==> config.mk <==
export PLATFORM = sky130hd
export DESIGN_NAME = bus_arbiter_flat
export DESIGN_NICKNAME = d
export VERILOG_FILES = /design/src/rtl/bus_arbiter_if.sv /design/src/rtl/bus_arbiter.sv /design/src/flat_wrapper.sv
export SDC_FILE = /design/constraint.sdc
export NUM_CORES = 1
export LEC_CHECK = 0
export CORE_AREA = 5 5 105 107
export DETAILED_ROUTE_END_ITERATION = 12
export DIE_AREA = 0 0 110 112
export GPL_ROUTABILITY_DRIVEN = 1
export GPL_TIMING_DRIVEN = 0
export PLACE_DENSITY = 0.67
export SYNTH_ARGS = -nofsm -noshare
export SYNTH_HDL_FRONTEND = slang
export SYNTH_SLANG_ARGS = --single-unit
export TNS_END_PERCENT = 1
==> constraint.sdc <==
create_clock -name clk -period 1.6 [get_ports clk]
set_input_delay 0.16 -clock clk [delete_from_list [all_inputs] [get_ports clk]]
set_output_delay 0.16 -clock clk [all_outputs]
set_load 0.03 [all_outputs]
==> src/rtl/bus_arbiter_if.sv <==
// Bundles the two-master request side and the single-slave side of bus_arbiter.
// slave: the arbiter's view. master: the environment (core masters plus memory slave).
interface bus_arbiter_if;
    logic [1:0]  m_req_i;
    logic [1:0]  m_we_i;
    logic [59:0] m_addr_i;
    logic [63:0] m_wdata_i;
    logic [7:0]  m_mask_i;
    logic [1:0]  m_ack_o;
    logic [31:0] m_rdata_o;
    logic [1:0]  m_err_o;
    logic        s_req_o;
    logic        s_we_o;
    logic [29:0] s_addr_o;
    logic [31:0] s_wdata_o;
    logic [3:0]  s_mask_o;
    logic        s_ack_i;
    logic [31:0] s_rdata_i;
    logic        s_err_i;
    logic [1:0]  grant_o;

    modport slave (
        input  m_req_i, m_we_i, m_addr_i, m_wdata_i, m_mask_i, s_ack_i, s_rdata_i, s_err_i,
        output m_ack_o, m_rdata_o, m_err_o, s_req_o, s_we_o, s_addr_o, s_wdata_o, s_mask_o,
               grant_o
    );

    modport master (
        output m_req_i, m_we_i, m_addr_i, m_wdata_i, m_mask_i, s_ack_i, s_rdata_i, s_err_i,
        input  m_ack_o, m_rdata_o, m_err_o, s_req_o, s_we_o, s_addr_o, s_wdata_o, s_mask_o,
               grant_o
    );
endinterface

==> src/rtl/bus_arbiter.sv <==
// Two-master (fetch / data) to one-slave bus arbiter, one transaction outstanding.
// Define BUS_ARB_TIMEOUT_EN to abort grants that see no s_ack_i within TIMEOUT_CYCLES.
module bus_arbiter #(
    parameter int unsigned PRIO_MODE      = 0,
    parameter int unsigned TIMEOUT_CYCLES = 255
) (
    input  logic          clk,
    input  logic          rst_b,
    bus_arbiter_if.slave  bus
);

    if (TIMEOUT_CYCLES < 2 || TIMEOUT_CYCLES > 255) begin : g_bad_timeout
        $fatal(1, "bus_arbiter: TIMEOUT_CYCLES must be in 2..255");
    end

    typedef enum logic [1:0] {StIdle = 2'd0, StGrant0 = 2'd1, StGrant1 = 2'd2} state_e;

    state_e r_state, w_state_nxt;
    logic   r_last_grant, w_last_grant_nxt;
    logic   w_port;
    logic   w_granted;
    logic   w_timeout;

    assign w_granted = (r_state == StGrant0) || (r_state == StGrant1);
    assign w_port    = (r_state == StGrant1);

    always_ff @(posedge clk or negedge rst_b) begin
        if (!rst_b) begin
            r_state      <= StIdle;
            r_last_grant <= 1'b0;
        end else begin
            r_state      <= w_state_nxt;
            r_last_grant <= w_last_grant_nxt;
        end
    end

`ifdef BUS_ARB_TIMEOUT_EN
    logic [7:0] r_cnt, w_cnt_nxt;

    always_ff @(posedge clk or negedge rst_b) begin
        if (!rst_b) r_cnt <= 8'd0;
        else        r_cnt <= w_cnt_nxt;
    end

    // Any state change (including into the other grant) restarts the count.
    always_comb begin
        w_cnt_nxt = r_cnt;
        if (w_state_nxt != r_state) w_cnt_nxt = 8'd0;
        else if (w_granted && !bus.s_ack_i) w_cnt_nxt = r_cnt + 8'd1;
    end

    assign w_timeout = w_granted && !bus.s_ack_i && (r_cnt == 8'(TIMEOUT_CYCLES - 1));
`else
    assign w_timeout = 1'b0;
`endif

    always_comb begin
        w_state_nxt      = r_state;
        w_last_grant_nxt = r_last_grant;
        bus.s_req_o      = 1'b0;
        bus.s_we_o       = 1'b0;
        bus.s_addr_o     = '0;
        bus.s_wdata_o    = '0;
        bus.s_mask_o     = '0;
        bus.m_ack_o      = '0;
        bus.m_err_o      = '0;
        bus.m_rdata_o    = '0;
        bus.grant_o      = '0;

        unique case (r_state)
            StIdle: begin
                unique case (bus.m_req_i)
                    2'b01:   w_state_nxt = StGrant0;
                    2'b10:   w_state_nxt = StGrant1;
                    2'b11:   w_state_nxt = (PRIO_MODE == 1 || !r_last_grant) ? StGrant1 : StGrant0;
                    default: w_state_nxt = StIdle;
                endcase
            end
            StGrant0, StGrant1: begin
                bus.s_req_o         = 1'b1;
                bus.s_we_o          = bus.m_we_i[w_port];
                bus.s_addr_o        = w_port ? bus.m_addr_i[59:30]  : bus.m_addr_i[29:0];
                bus.s_wdata_o       = w_port ? bus.m_wdata_i[63:32] : bus.m_wdata_i[31:0];
                bus.s_mask_o        = w_port ? bus.m_mask_i[7:4]    : bus.m_mask_i[3:0];
                bus.grant_o[w_port] = 1'b1;
                if (bus.s_ack_i) begin
                    bus.m_ack_o[w_port] = 1'b1;
                    bus.m_err_o[w_port] = bus.s_err_i;
                    bus.m_rdata_o       = bus.s_rdata_i;
                    w_last_grant_nxt    = w_port;
                    // Hand straight over to a waiting peer; in data-priority mode only
                    // a finishing fetch yields directly.
                    if (bus.m_req_i[!w_port] && (PRIO_MODE == 0 || !w_port)) begin
                        w_state_nxt = w_port ? StGrant0 : StGrant1;
                    end else begin
                        w_state_nxt = StIdle;
                    end
                end else if (w_timeout) begin
                    bus.m_ack_o[w_port] = 1'b1;
                    bus.m_err_o[w_port] = 1'b1;
                    w_state_nxt         = StIdle;
                end
            end
            default: w_state_nxt = StIdle;
        endcase
    end

endmodule

==> src/flat_wrapper.sv <==
// flat-port wrapper written by rule: the top's interface ports become plain ports
module bus_arbiter_flat 
#(
    parameter int unsigned PRIO_MODE      = 0,
    parameter int unsigned TIMEOUT_CYCLES = 255
)
  (clk, rst_b, bus_m_req_i, bus_m_we_i, bus_m_addr_i, bus_m_wdata_i, bus_m_mask_i, bus_s_ack_i, bus_s_rdata_i, bus_s_err_i, bus_m_ack_o, bus_m_rdata_o, bus_m_err_o, bus_s_req_o, bus_s_we_o, bus_s_addr_o, bus_s_wdata_o, bus_s_mask_o, bus_grant_o);
  bus_arbiter_if bus_i ();
  input  logic clk;
  input  logic rst_b;
  input wire logic [$bits(bus_i.m_req_i)-1:0] bus_m_req_i;
  input wire logic [$bits(bus_i.m_we_i)-1:0] bus_m_we_i;
  input wire logic [$bits(bus_i.m_addr_i)-1:0] bus_m_addr_i;
  input wire logic [$bits(bus_i.m_wdata_i)-1:0] bus_m_wdata_i;
  input wire logic [$bits(bus_i.m_mask_i)-1:0] bus_m_mask_i;
  input wire logic [$bits(bus_i.s_ack_i)-1:0] bus_s_ack_i;
  input wire logic [$bits(bus_i.s_rdata_i)-1:0] bus_s_rdata_i;
  input wire logic [$bits(bus_i.s_err_i)-1:0] bus_s_err_i;
  output wire logic [$bits(bus_i.m_ack_o)-1:0] bus_m_ack_o;
  output wire logic [$bits(bus_i.m_rdata_o)-1:0] bus_m_rdata_o;
  output wire logic [$bits(bus_i.m_err_o)-1:0] bus_m_err_o;
  output wire logic [$bits(bus_i.s_req_o)-1:0] bus_s_req_o;
  output wire logic [$bits(bus_i.s_we_o)-1:0] bus_s_we_o;
  output wire logic [$bits(bus_i.s_addr_o)-1:0] bus_s_addr_o;
  output wire logic [$bits(bus_i.s_wdata_o)-1:0] bus_s_wdata_o;
  output wire logic [$bits(bus_i.s_mask_o)-1:0] bus_s_mask_o;
  output wire logic [$bits(bus_i.grant_o)-1:0] bus_grant_o;
  assign bus_i.m_req_i = bus_m_req_i;
  assign bus_i.m_we_i = bus_m_we_i;
  assign bus_i.m_addr_i = bus_m_addr_i;
  assign bus_i.m_wdata_i = bus_m_wdata_i;
  assign bus_i.m_mask_i = bus_m_mask_i;
  assign bus_i.s_ack_i = bus_s_ack_i;
  assign bus_i.s_rdata_i = bus_s_rdata_i;
  assign bus_i.s_err_i = bus_s_err_i;
  assign bus_m_ack_o = bus_i.m_ack_o;
  assign bus_m_rdata_o = bus_i.m_rdata_o;
  assign bus_m_err_o = bus_i.m_err_o;
  assign bus_s_req_o = bus_i.s_req_o;
  assign bus_s_we_o = bus_i.s_we_o;
  assign bus_s_addr_o = bus_i.s_addr_o;
  assign bus_s_wdata_o = bus_i.s_wdata_o;
  assign bus_s_mask_o = bus_i.s_mask_o;
  assign bus_grant_o = bus_i.grant_o;
  bus_arbiter #(.PRIO_MODE(PRIO_MODE), .TIMEOUT_CYCLES(TIMEOUT_CYCLES)) u_core (.clk(clk), .rst_b(rst_b), .bus(bus_i));
endmodule
== Word level (Yosys, flattened, before mapping) ==
Cells that the tools add are included.

* Bits in registers: 3
* Input port bits: 172
* Output and inout bits: 106
* Word-level logic and storage cells: 44

* Magnitude comparators: 3
* Eq/ne operators: 6
* Muxes and demuxes: 27
* Bitwise gates (word level): 1
* Reductions and logical operators: 5

{| class="wikitable"
|+ Operator list
! kind !! count
|-
| $mux W32 || 4
|-
| $mux W30 || 2
|-
| $mux W2 || 9
|-
| $mux W4 || 2
|-
| $mux W1 || 7
|-
| $eq A2 B2 Y1 const B || 3
|-
| $pmux W2 S3 || 1
|-
| $eq A2 B1 Y1 const B || 2
|-
| $lt A1 B2 Y1 const B || 2
|-
| $pmux W2 S2 || 1
|-
| $and A2 B2 Y2 || 1
|-
| $logic_not A2 Y1 || 1
|-
| $ne A2 B2 Y1 const B || 1
|-
| $reduce_and A2 Y1 || 1
|-
| $reduce_or A2 Y1 || 1
|-
| $demux W1 S1 || 1
|-
| $ge A1 B1 Y1 const B || 1
|-
| $logic_and A1 B1 Y1 || 1
|-
| $logic_not A1 Y1 || 1
|}

== Depth between registers and ports, before layout ==
* Word-level depth: 8
* Mapped depth: 6
* Depth with buffers taken out: 5

== Worst setup path after synthesis ==
Ideal clock, no wire load.

* Path kind: reg-to-output
* Start point: reg u_core.r_state[0]
* End point: out bus_m_err_o[0]
* Arrival: 1.861 ns
* Data required time: 1.440 ns
* Path slack: -0.421 ns
* Stages on the path, launching flop included: 5
* Buffers on the path: 0
* Path through: dfrtp_1 -> inv_1 -> ha_1 -> nand2_1 -> nor3b_1

* Cells in the longest elaborated chain, start to end: 8
* Elaborated cells on any way between the ends: 11
* Those cells by class: order compare (2); eq/ne (2); mux (4); bitwise (1); reduce/logical (2)

{| class="wikitable"
|+ Ends and longest elaborated chain
! item !! line !! source
|-
| from (decl) || bus_arbiter.sv:18 || <nowiki>state_e r_state, w_state_nxt;</nowiki>
|-
| from (signal assigned) || bus_arbiter.sv:29 || <nowiki>r_state <= StIdle;</nowiki>
|-
| from (signal assigned) || bus_arbiter.sv:32 || <nowiki>r_state <= w_state_nxt;</nowiki>
|-
| $eq A2 B2 Y1 || n/a ||
|-
| $lt A1 B2 Y1 (implied by the code) / $ge A1 B1 Y1 (equally long branches) || bus_arbiter.sv:88 || <nowiki>bus.m_err_o[w_port] = bus.s_err_i;</nowiki>
|-
| $logic_and A1 B1 Y1 (implied by the code) || bus_arbiter.sv:88 ||
|-
| $mux W1 (implied by the code) || bus_arbiter.sv:88 ||
|-
| $demux W1 S1 || n/a ||
|-
| $and A2 B2 Y2 (no line) || n/a ||
|-
| $mux W2 || bus_arbiter.sv:86 || <nowiki>if (bus.s_ack_i) begin</nowiki>
|-
| $mux W2 (*) || bus_arbiter.sv:70 || <nowiki>unique case (r_state)</nowiki>
|-
| to (decl) || flat_wrapper.sv:21 || <nowiki>output wire logic [$bits(bus_i.m_err_o)-1:0] bus_m_err_o;</nowiki>
|}

Every way passes the cells marked *; elsewhere a longest branch is shown, timed or not.

== Final worst setup path ==
* Start point: reg u_core.r_state[0]
* End point: out bus_s_wdata_o[28]

* Cells in the longest elaborated chain, start to end: 3
* Elaborated cells on any way between the ends: 5
* Those cells by class: eq/ne (2); mux (2); reduce/logical (1)

{| class="wikitable"
|+ Ends and longest elaborated chain
! item !! line !! source
|-
| $eq A2 B2 Y1 (*) || n/a ||
|-
| named net u_core.w_port || bus_arbiter.sv:20 || <nowiki>logic w_port;</nowiki>
|-
| $mux W32 / $reduce_or A2 Y1 (equally long branches) || bus_arbiter.sv:83, bus_arbiter.sv:70 ||
|-
| $mux W32 (*) || bus_arbiter.sv:70 ||
|-
| to (decl) || flat_wrapper.sv:25 || <nowiki>output wire logic [$bits(bus_i.s_wdata_o)-1:0] bus_s_wdata_o;</nowiki>
|}

The timed path passes the listed nets; every way through them passes the cells marked *.

==> impl_summary.log <==
[metrics] violated checks: negative setup slack
[metrics] commonest non-fill, non-tap cell in the layout: sky130_fd_sc_hd__clkdlybuf4s50_1
[metrics] total via count after detailed routing: 2793
[metrics] post-synthesis cell area: 0.001753 sq mm
[metrics] #FFs+latches synth: 3
[metrics] total of buffers placed on input and output ports: 277
[metrics] timing startpoint of the critical path: u_core.r_state[0]
[metrics] count of nets left with antenna violations after detail routing: 0
[metrics] Reg2Reg Depth: 7
[metrics] leakage power: 2.557 nW
[metrics] maximum number of pins on one net before global-route repair: 11
[metrics] die width: 110 um
[metrics] clock latency reported for the late side of the worst-skew pair: 0.21 ns
[metrics] cts bufs inserted: 3
[metrics] setup slack of the worst register-to-register path: 0 ns
[metrics] Max Clock Skew: 0.001086 ns
[metrics] Critical Path Max Stage Delay: 0.39 ns
[metrics] number of violations reported at the end of detailed-routing iteration 0: 60
[metrics] Final Max Slew Viols: 0
[metrics] unrepaired setup endpoints after global routing: yes
[metrics] post-placement cell area: 0.005169 sq mm
[metrics] post-synth net total: 396
[metrics] placed insts: 632
[metrics] Data required, critical path: 1.44 ns
[metrics] count of inserted antenna diode cells: 0
[metrics] fraction of final layout cells sized beyond drive strength 1: 60.31%
[metrics] arrival time at the worst endpoint: 1.74 ns
[metrics] last element of the critical path: bus_s_wdata_o[28]
[metrics] clock root cell: sky130_fd_sc_hd__clkbuf_8
[metrics] smallest setup slack after layout: -0.2966 ns
[metrics] endpoint of the worst-slack reg-to-reg timing path: u_core.r_state[0]
[metrics] Yosys Warn Count: 0
[metrics] power per unit of standard cell area: 1855 mW/mm^2
[metrics] number of global-route vias before repair: 2944
[metrics] Clock transition at path regs: 0.03 ns
[metrics] Worst Hold Class: in -> async
[metrics] Peak Freq: 527.3 MHz
[metrics] Critical path buffers and inverters: 4
[metrics] startpoint of the worst register-to-register path: u_core.r_state[0]
[metrics] Hold Fails Final Rpt: 0
[metrics] initial antenna violation count: 0
[metrics] final design utilization: 62.49%
[metrics] floorplan core area: 0.01005 sq mm
[metrics] count of endpoints failing setup in the final report: 104
[metrics] Critical Path End Type: output pin
[metrics] critical path class: reg -> out
[metrics] DR vias/cell: 4.297
[metrics] master of the slowest instance on the critical path: sky130_fd_sc_hd__dfrtp_1
[metrics] number of max-cap violations: 0
[metrics] Distinct cells, synth: 21
[metrics] sum of internal, switching and leakage power: 11.65 mW
[metrics] Initial Utilization: 17.45%
[metrics] Worst slew margin: 75.83%
[metrics] register area share after synthesis: 4.283%
[metrics] number of buffers between clock root and the deepest sink: 2
[metrics] highest-count cells in the layout ignoring fill and taps: sky130_fd_sc_hd__clkdlybuf4s50_1, sky130_fd_sc_hd__mux2i_4, sky130_fd_sc_hd__buf_6
[metrics] cells traversed along the worst timing path: inv_2 > ha_4 > clkbuf_16 > buf_16 > mux2i_4 > nor2b_4 > buf_6
[metrics] Period Utilization, post-route: 118.5%
[metrics] number of H-tree levels: 1
[metrics] status: complete, but fails checks
[metrics] total overflow reported by the global router: 0
[metrics] summed area of non-filler cells in the final layout: 0.006277 sq mm
[metrics] startpoint type of the worst setup path: register
[metrics] total die area: 0.01232 sq mm
[metrics] Post-Syn Instances: 219
[metrics] net count reported at finish: 692
[metrics] delay-heaviest family, CP: buffers and inverters
[metrics] detailed-route DRC error count: 0
[metrics] Avg Synthesized Cell Area: 8.004 sq um
[metrics] TritonCTS clock tree: built
[metrics] Routability Congestion: 0.8530
[metrics] post-layout instance count excluding filler cells: 650
[metrics] Worst Tran Pin Value: 0.3639 ns
[metrics] Tot GR Track Use: 16.16%
[metrics] IR Drop Worst-Case VDD: 0.9306 mV
[metrics] average routed wire per standard cell: 18.76 um
[metrics] global-route wire length before repair: 15840 um
[metrics] post-route minimum period: 1.897 ns
[metrics] cell count along the critical path: 7
[metrics] highest net fanout along the worst path: 5
[metrics] area overhead of the layout relative to synthesis: 258.1%
[metrics] Die Y: 112 um
[metrics] placed wire-length estimate: 9121 um
[metrics] number of rows created at floorplan: 37
[metrics] drt first pass iters: 4
[metrics] # IOs: 278
[metrics] clock sink total: 3
[metrics] Total Routed Length: 12190 um
==> logic make-up (layout without fill, tap and decap cells) <==
| family | count (synthesis) | in the layout | synth area share [%] |
|---|---|---|---|
| and+or+nand+nor | 112 | 112 | 39.33 |
| adders and majority gates | 5 | 5 | 3.569 |
| DFF | 3 | 3 | 4.283 |
| buffers and inverters | 26 | 321 | 11.28 |
| AOI/OAI and AO/OA | 4 | 4 | 2.070 |
| muxes | 69 | 69 | 39.47 |
==> cell usage after synthesis <==
cell type,number,share of area (%)
sky130_fd_sc_hd__nand2_1,5,1.1
sky130_fd_sc_hd__buf_6,2,1.3
sky130_fd_sc_hd__a21oi_1,1,0.29
sky130_fd_sc_hd__nor2b_2,1,0.50
sky130_fd_sc_hd__buf_4,2,0.86
sky130_fd_sc_hd__inv_1,3,0.64
sky130_fd_sc_hd__ha_1,5,3.6
sky130_fd_sc_hd__clkbuf_1,5,1.1
sky130_fd_sc_hd__a22o_1,1,0.50
sky130_fd_sc_hd__buf_2,8,2.3
sky130_fd_sc_hd__o22ai_1,1,0.36
sky130_fd_sc_hd__and3_1,33,12
sky130_fd_sc_hd__mux2i_1,68,39
sky130_fd_sc_hd__buf_8,6,5.1
sky130_fd_sc_hd__dfrtp_1,3,4.3
sky130_fd_sc_hd__nor3b_1,1,0.43
sky130_fd_sc_hd__and4_1,1,0.50
sky130_fd_sc_hd__nor2_1,2,0.43
sky130_fd_sc_hd__mux2_2,1,0.64
sky130_fd_sc_hd__nor2b_1,69,25
sky130_fd_sc_hd__o41ai_2,1,0.93
==> where the power goes <==
part / leakage, nW / internal, mW / switching (mW) / total (mW)
Clock: 0.0228 / 0.170 / 0.0473 / 0.217
Combinational: 2.50 / 6.00 / 5.29 / 11.3
Sequential: 0.0376 / 0.108 / 0.0350 / 0.143
Total: 2.56 / 6.27 / 5.37 / 11.6
==> stage by stage <==
| stage | setup TNS, ns | worst slack (ns) | hold slack (ns) |
|---|---|---|---|
| global placement | -63.42 | -0.6969 | 0.3491 |
| CTS | -40.30 | -0.5122 | 0.1265 |
| detailed placement | -66.66 | -0.7278 | 0.3538 |
| global route | -32.56 | -0.3706 | 0.1352 |
| finish | -25.20 | -0.2966 | 0.1276 |
| floorplan | -0.01050 | -0.01050 | -0.1356 |
==> repair_timing <==
| item | in CTS | in global routing |
|---|---|---|
| pin swaps | 0 | 1 |
| endpoints found under the setup margin | 106 | 104 |
| cloned | 0 | 9 |
| resized for setup | 502 | 370 |
| hold buffers | 0 | 0 |
| buffers inserted | 0 | 5 |
==> final cells by class <==
type	count	area [sq um]
Multi-Input combinational cell	190	2714
Tap cell	136	170.2
Buffer	23	335.3
Fill cell	834	3769
Sequential cell	3	76.32
Clock buffer	4	45.04
Timing Repair Buffer	291	2925
Inverter	3	11.26
==> routing by layer <==
layer  up-vias  GRT usage [%]  part of all wire [%]
li1       1357              -                     -
met2       135          31.35                    55
met1      1289          16.44                    33
met4         0          1.579                   1.3
met5         -              0                     0
met3        12          6.319                    11
==> state kept, by name (all words and copies together) (netlist names) <==
name / cells
u_core.r_last_grant: 1
u_core.r_state: 2
==> how the worst min path moves through the flow <==
stage,to,slack [ns],cells past startpoint
4_1_cts,u_core.r_last_grant,0.13,1
3_3_place_gp,u_core.r_state[1],0.35,1
6_report,u_core.r_state[0],0.13,1
2_1_floorplan,u_core.r_last_grant,-0.14,0
5_1_grt,u_core.r_last_grant,0.14,1
3_5_place_dp,u_core.r_last_grant,0.35,1
(Power assumes the default switching activity.)
